--- src/rtl/alu_reg_datapath.sv ---
// rtl/alu_reg_datapath.sv - 8-bit accumulator/register bank slice with combinational ALU (optional flags: ALU_FLAGS_EN)
module alu_reg_datapath #(
  parameter int WIDTH = 8
) (
  input  logic             clk,
  input  logic             reset,
  input  logic             acc_sel,
  input  logic [2:0]       source_sel,
  input  logic [3:0]       destination_sel,
  input  logic [1:0]       alu_b_sel,
  input  logic [1:0]       bank_out_sel,
  input  logic [2:0]       operation_select,
  input  logic [WIDTH-1:0] bank_data_in,
`ifdef ALU_FLAGS_EN
  output logic             zero_flag,
  output logic             carry_flag,
`endif
  output logic [WIDTH-1:0] bank_data_out,
  output logic [WIDTH-1:0] alu_a,
  output logic [WIDTH-1:0] alu_b,
  output logic [WIDTH-1:0] alu_out
);

  localparam logic [2:0] OP_ADD = 3'b000;
  localparam logic [2:0] OP_SUB = 3'b001;
  localparam logic [2:0] OP_AND = 3'b010;
  localparam logic [2:0] OP_OR  = 3'b011;
  localparam logic [2:0] OP_XOR = 3'b100;
  localparam logic [2:0] OP_NOT = 3'b101;
  localparam logic [2:0] OP_SHL = 3'b110;
  localparam logic [2:0] OP_SHR = 3'b111;

  logic [WIDTH-1:0] acc_q;
  logic [WIDTH-1:0] r0_q;
  logic [WIDTH-1:0] r1_q;
  logic [WIDTH-1:0] r2_q;
  logic [WIDTH-1:0] source_data;

  // Source mux feeding register writes; unused codes yield zero so they can clear a register.
  always_comb begin
    source_data = '0;
    case (source_sel)
      3'b000:  source_data = acc_q;
      3'b001:  source_data = r0_q;
      3'b010:  source_data = r1_q;
      3'b011:  source_data = r2_q;
      3'b100:  source_data = bank_data_in;
      default: source_data = '0;
    endcase
  end

  // Operand B mux: immediate or one of the general registers.
  always_comb begin
    alu_b = bank_data_in;
    case (alu_b_sel)
      2'b00: alu_b = bank_data_in;
      2'b01: alu_b = r0_q;
      2'b10: alu_b = r1_q;
      2'b11: alu_b = r2_q;
    endcase
  end

  // Observation mux for the register bank.
  always_comb begin
    bank_data_out = acc_q;
    case (bank_out_sel)
      2'b00: bank_data_out = acc_q;
      2'b01: bank_data_out = r0_q;
      2'b10: bank_data_out = r1_q;
      2'b11: bank_data_out = r2_q;
    endcase
  end

  assign alu_a = acc_q;

  // ALU: results wrap to WIDTH bits, shifts are zero-filling.
  always_comb begin
    alu_out = '0;
    case (operation_select)
      OP_ADD: alu_out = alu_a + alu_b;
      OP_SUB: alu_out = alu_a - alu_b;
      OP_AND: alu_out = alu_a & alu_b;
      OP_OR:  alu_out = alu_a | alu_b;
      OP_XOR: alu_out = alu_a ^ alu_b;
      OP_NOT: alu_out = ~alu_a;
      OP_SHL: alu_out = {alu_a[WIDTH-2:0], 1'b0};
      OP_SHR: alu_out = {1'b0, alu_a[WIDTH-1:1]};
    endcase
  end

`ifdef ALU_FLAGS_EN
  logic [WIDTH:0] add_wide;
  logic [WIDTH:0] sub_wide;

  assign add_wide = {1'b0, alu_a} + {1'b0, alu_b};
  // Top bit of the extended difference is set exactly when A < B unsigned (borrow).
  assign sub_wide = {1'b0, alu_a} - {1'b0, alu_b};

  // Flags track the current operands; nothing here is registered.
  always_comb begin
    zero_flag  = (alu_out == '0);
    carry_flag = 1'b0;
    case (operation_select)
      OP_ADD:  carry_flag = add_wide[WIDTH];
      OP_SUB:  carry_flag = sub_wide[WIDTH];
      OP_SHL:  carry_flag = alu_a[WIDTH-1];
      OP_SHR:  carry_flag = alu_a[0];
      default: carry_flag = 1'b0;
    endcase
  end
`endif

  // Register bank: every selected destination writes on the same edge from pre-edge values.
  always_ff @(posedge clk or posedge reset) begin
    if (reset) begin
      acc_q <= '0;
      r0_q  <= '0;
      r1_q  <= '0;
      r2_q  <= '0;
    end else begin
      if (destination_sel[0]) acc_q <= acc_sel ? source_data : alu_out;
      if (destination_sel[1]) r0_q  <= source_data;
      if (destination_sel[2]) r1_q  <= source_data;
      if (destination_sel[3]) r2_q  <= source_data;
    end
  end

endmodule

--- config.mk ---
export PLATFORM = sky130hd
export DESIGN_NAME = alu_reg_datapath
export DESIGN_NICKNAME = d
export VERILOG_FILES = /design/src/rtl/alu_reg_datapath.sv
export SDC_FILE = /design/constraint.sdc
export NUM_CORES = 1
export LEC_CHECK = 0
export CAP_MARGIN = 20
export CORE_MARGIN = 2
export CORE_UTILIZATION = 57
export DETAILED_ROUTE_END_ITERATION = 10
export DONT_BUFFER_PORTS = 1
export GPL_TIMING_DRIVEN = 0
export PLACE_DENSITY_LB_ADDON = 0.1
export SKIP_LAST_GASP = 1
export SYNTH_ARGS = -nofsm -noshare
export SYNTH_HDL_FRONTEND = slang
export SYNTH_SLANG_ARGS = --single-unit
export TNS_END_PERCENT = 1
--- constraint.sdc ---
create_clock -name clk -period 6.4 [get_ports clk]
set_clock_uncertainty 0.15 [all_clocks]
set_input_delay 1.28 -clock clk [delete_from_list [all_inputs] [get_ports clk]]
set_output_delay 1.28 -clock clk [all_outputs]
set_load 0.01 [all_outputs]
==> results.json <==
{
  "status": "finished clean",
  "cts_buffer_depth": 2,
  "diodes": 0,
  "drtAntennaViolNets": 0,
  "worst_hold_path.num_cells": 2,
  "cts_buffers": 5,
  "io_pins": 57,
  "gr-total-overflow": 0,
  "tns_ns": 0,
  "top_usage_layer": "met2",
  "fillers": 462,
  "hold_path_class": "flip-flop to flip-flop",
  "critical_path_class": "input pin to primary output",
  "area_growth_pct": 6.62,
  "cts_setup_buffers": 0,
  "cts_root_buf": "clkbuf_8",
  "slew_viol_final": 0,
  "cts_sinks": 32,
  "grt_pass1_wl_um": 13700,
  "initial_core_util": 0.596,
  "dr.pass1.iters": 4,
  "reg2reg_depth": 12,
  "pwr_density_cell_nw_per_um2": 253,
  "syn_area_per_cell_um2": 8.75,
  "grt_max_degree": 19,
  "yosysWarnings": 0,
  "place_congestion": 0.903,
  "min_period_ns": 6.14,
  "grt_use_met2": 0.521,
  "die_x_um": 77.5,
  "regArea_um2": 801,
  "syn_inst": 352,
  "maxCapViolations": 0,
  "drt_iter0_markers": 121,
  "timing.rr.start": "r0_q[0]$_DFFE_PP0P_",
  "worstSkewPairLatency_ns": 0.29,
  "cts_tree": "yes",
  "max_slew.worst_pin.slew_ns": 0.710,
  "post-route-drc-count": 0,
  "async_flop_share": 1.00,
  "fin_nets": 410,
  "cts-htree-levels": 2,
  "detailed_place_hpwl_um": 6550,
  "row_count": 26,
  "die_area_um2": 6010,
  "avgRoutedWirePerCell_um": 19.3,
  "cts.hold.buffers_added": 0,
  "ir_drop_v": 0.000178,
  "clkTransAtPathRegs_ns": 0.07,
  "layout-drive-gt1-share": 0.0942,
  "detailed_place.area_um2": 3200,
  "track_usage": 0.290,
  "timing.critical_path.required_ns": 4.97,
  "antenna_found_initial": 0,
  "netlist_area_um2": 3080,
  "rr_endpoint": "alu_a[7]$_DFFE_PP0P_",
  "max_freq_mhz": 163,
  "design_area_um2": 3290,
  "synth-edff-count": 0,
  "fin_crit_sh": 0.959,
  "grt_pass1_vias": 2690,
  "yosysSeqAreaShare": 0.260,
  "viasPerCell": 6.25,
  "cp.arrival_ns": 4.71,
  "gr-usage-met1": 0.339,
  "multi_input_area_um2": 2090,
  "relSlewSlack": 0.526,
  "ys_ff_latch": 32,
  "synth_ff_type": "dfrtp_1",
  "grt_setup_unrepaired": "no",
  "final-setup-viol-count": 0,
  "synthDistinctLibCells": 45,
  "vias": 2693,
  "worst_setup_path_end_kind": "primary output",
  "portBuffers": 0,
  "grtUsageMet3": 0.0570,
  "die_y_um": 77.5,
  "hold_path.startpoint": "r0_q[4]$_DFFE_PP0P_",
  "ctsResizeCount": 0,
  "syn_nets": 402,
  "r2r_setup_slack_ns": 2.58,
  "crit_fanout": 8,
  "routed_wl_um": 8330,
  "finalHoldViolCount": 0,
  "start_kind": "input pin",
  "p_leak_nw": 1.41,
  "critPathLaunch": "alu_b_sel[0]",
  "hold_end": "r0_q[4]$_DFFE_PP0P_",
  "coreArea_um2": 5170
}
Yosys cell counts, types with 2 or more instances:
cell	count	area, um2
clkbuf_1	19	71.3
nor2b_1	6	37.5
nand2b_1	3	18.8
a21o_1	3	22.5
nand3_1	3	15.0
buf_1	5	18.8
nand2_1	22	82.6
mux2i_1	14	140
ha_1	24	300
a21oi_1	47	235
o211ai_1	5	37.5
a22oi_1	3	22.5
o22ai_1	3	18.8
o22a_1	3	26.3
dfrtp_1	32	801
inv_1	21	78.8
nor2_1	46	173
mux4_1	5	131
xnor2_1	9	78.8
mux2_2	4	45.0
a31oi_1	11	68.8
xor2_1	2	17.5
mux4_2	14	315
o21ai_0	27	135
metrics by stage:
stage / total power, W / worst slack [ns] / hold WS [ns] / util / std cells
global route: 0.000898 / 0.100 / 0.455 / 0.635 / 431
detailed placement: 0.000672 / 0.270 / 0.411 / 0.618 / 423
CTS: 0.000833 / 0.250 / 0.430 / 0.635 / 431
global placement: 0.000656 / 0.283 / 0.389 / 0.613 / 422
finish: 0.000833 / 0.259 / 0.430 / 0.635 / 431
floorplan: 0.000582 / 0.766 / 0.363 / - / 352
worst max path at each step:
stage | depth (start not counted) | to | slack (ns)
3_3_place_gp | 12 | alu_out[7] | 0.28
4_1_cts | 12 | alu_out[7] | 0.25
3_5_place_dp | 12 | alu_out[7] | 0.27
2_1_floorplan | 12 | alu_out[7] | 0.77
5_1_grt | 12 | alu_out[7] | 0.10
6_report | 12 | alu_out[7] | 0.26
kinds of logic after synthesis:
group / Yosys count / share of synthesized area
buffers and inverters: 49 / 0.0625
xor gates and xnor gates: 12 / 0.0386
AOI/OAI and AO/OA: 109 / 0.203
adders and majority gates: 25 / 0.104
and+or+nand+nor: 88 / 0.127
DFF: 32 / 0.260
muxes: 37 / 0.205
routing by layer:
layer / up-vias / part of all wire / wire, um
met5: - / 0 / 0
met4: 0 / 0.026 / 214
met3: 19 / 0.064 / 533
met2: 97 / 0.52 / 4330
met1: 1297 / 0.39 / 3250
li1: 1280 / - / -
worst max-delay path, cell delays in order:
cell     delay (ns)
buf_6          0.13
mux4_1         0.72
inv_1          0.18
ha_1           0.24
mux2i_1        0.23
ha_1           0.28
nor2b_1        0.13
o21ai_0        0.26
o21ai_0        0.23
a31oi_1        0.27
xnor3_1        0.36
o21ai_0        0.40
power by group:
part	internal (W)	switching, W
Sequential	0.000231	0.0000549
Clock	0.0000773	0.0000810
Combinational	0.000171	0.000217
sequential cells by signal (all words and copies together), names as in the netlist:
signal and cells:
alu_a 8, r0_q 8, r1_q 8, r2_q 8
area by class of cell:
| cell class | count | share of cell area |
|---|---|---|
| Clock inverter | 2 | 0.00495 |
| Buffer | 26 | 0.0324 |
| Clock buffer | 6 | 0.0221 |
| Tap cell | 70 | 0.0267 |
| Inverter | 23 | 0.0263 |
| Sequential cell | 32 | 0.244 |
| Timing Repair Buffer | 1 | 0.00838 |
| Multi-Input combinational cell | 271 | 0.636 |
cell usage in the layout, fill, tap and decap left out, types with 3 or more instances in the layout:
cell type | Yosys | final
mux2i_1 | 14 | 14
mux4_2 | 14 | 14
o22a_1 | 3 | 3
a21o_1 | 3 | 3
nand2b_1 | 3 | 3
a21oi_1 | 47 | 47
nand2_1 | 22 | 22
mux4_1 | 5 | 5
clkbuf_8 | 0 | 5
nor2_1 | 46 | 46
nor2b_1 | 6 | 6
o22ai_1 | 3 | 3
buf_1 | 5 | 5
dfrtp_1 | 32 | 32
o211ai_1 | 5 | 5
a22oi_1 | 3 | 3
nand3_1 | 3 | 3
inv_1 | 21 | 21
clkbuf_1 | 19 | 20
o21ai_0 | 27 | 27
a31oi_1 | 11 | 11
xnor2_1 | 9 | 9
mux2_2 | 4 | 4
ha_1 | 24 | 24
No activity file was read; power rests on OpenSTA's default activity.
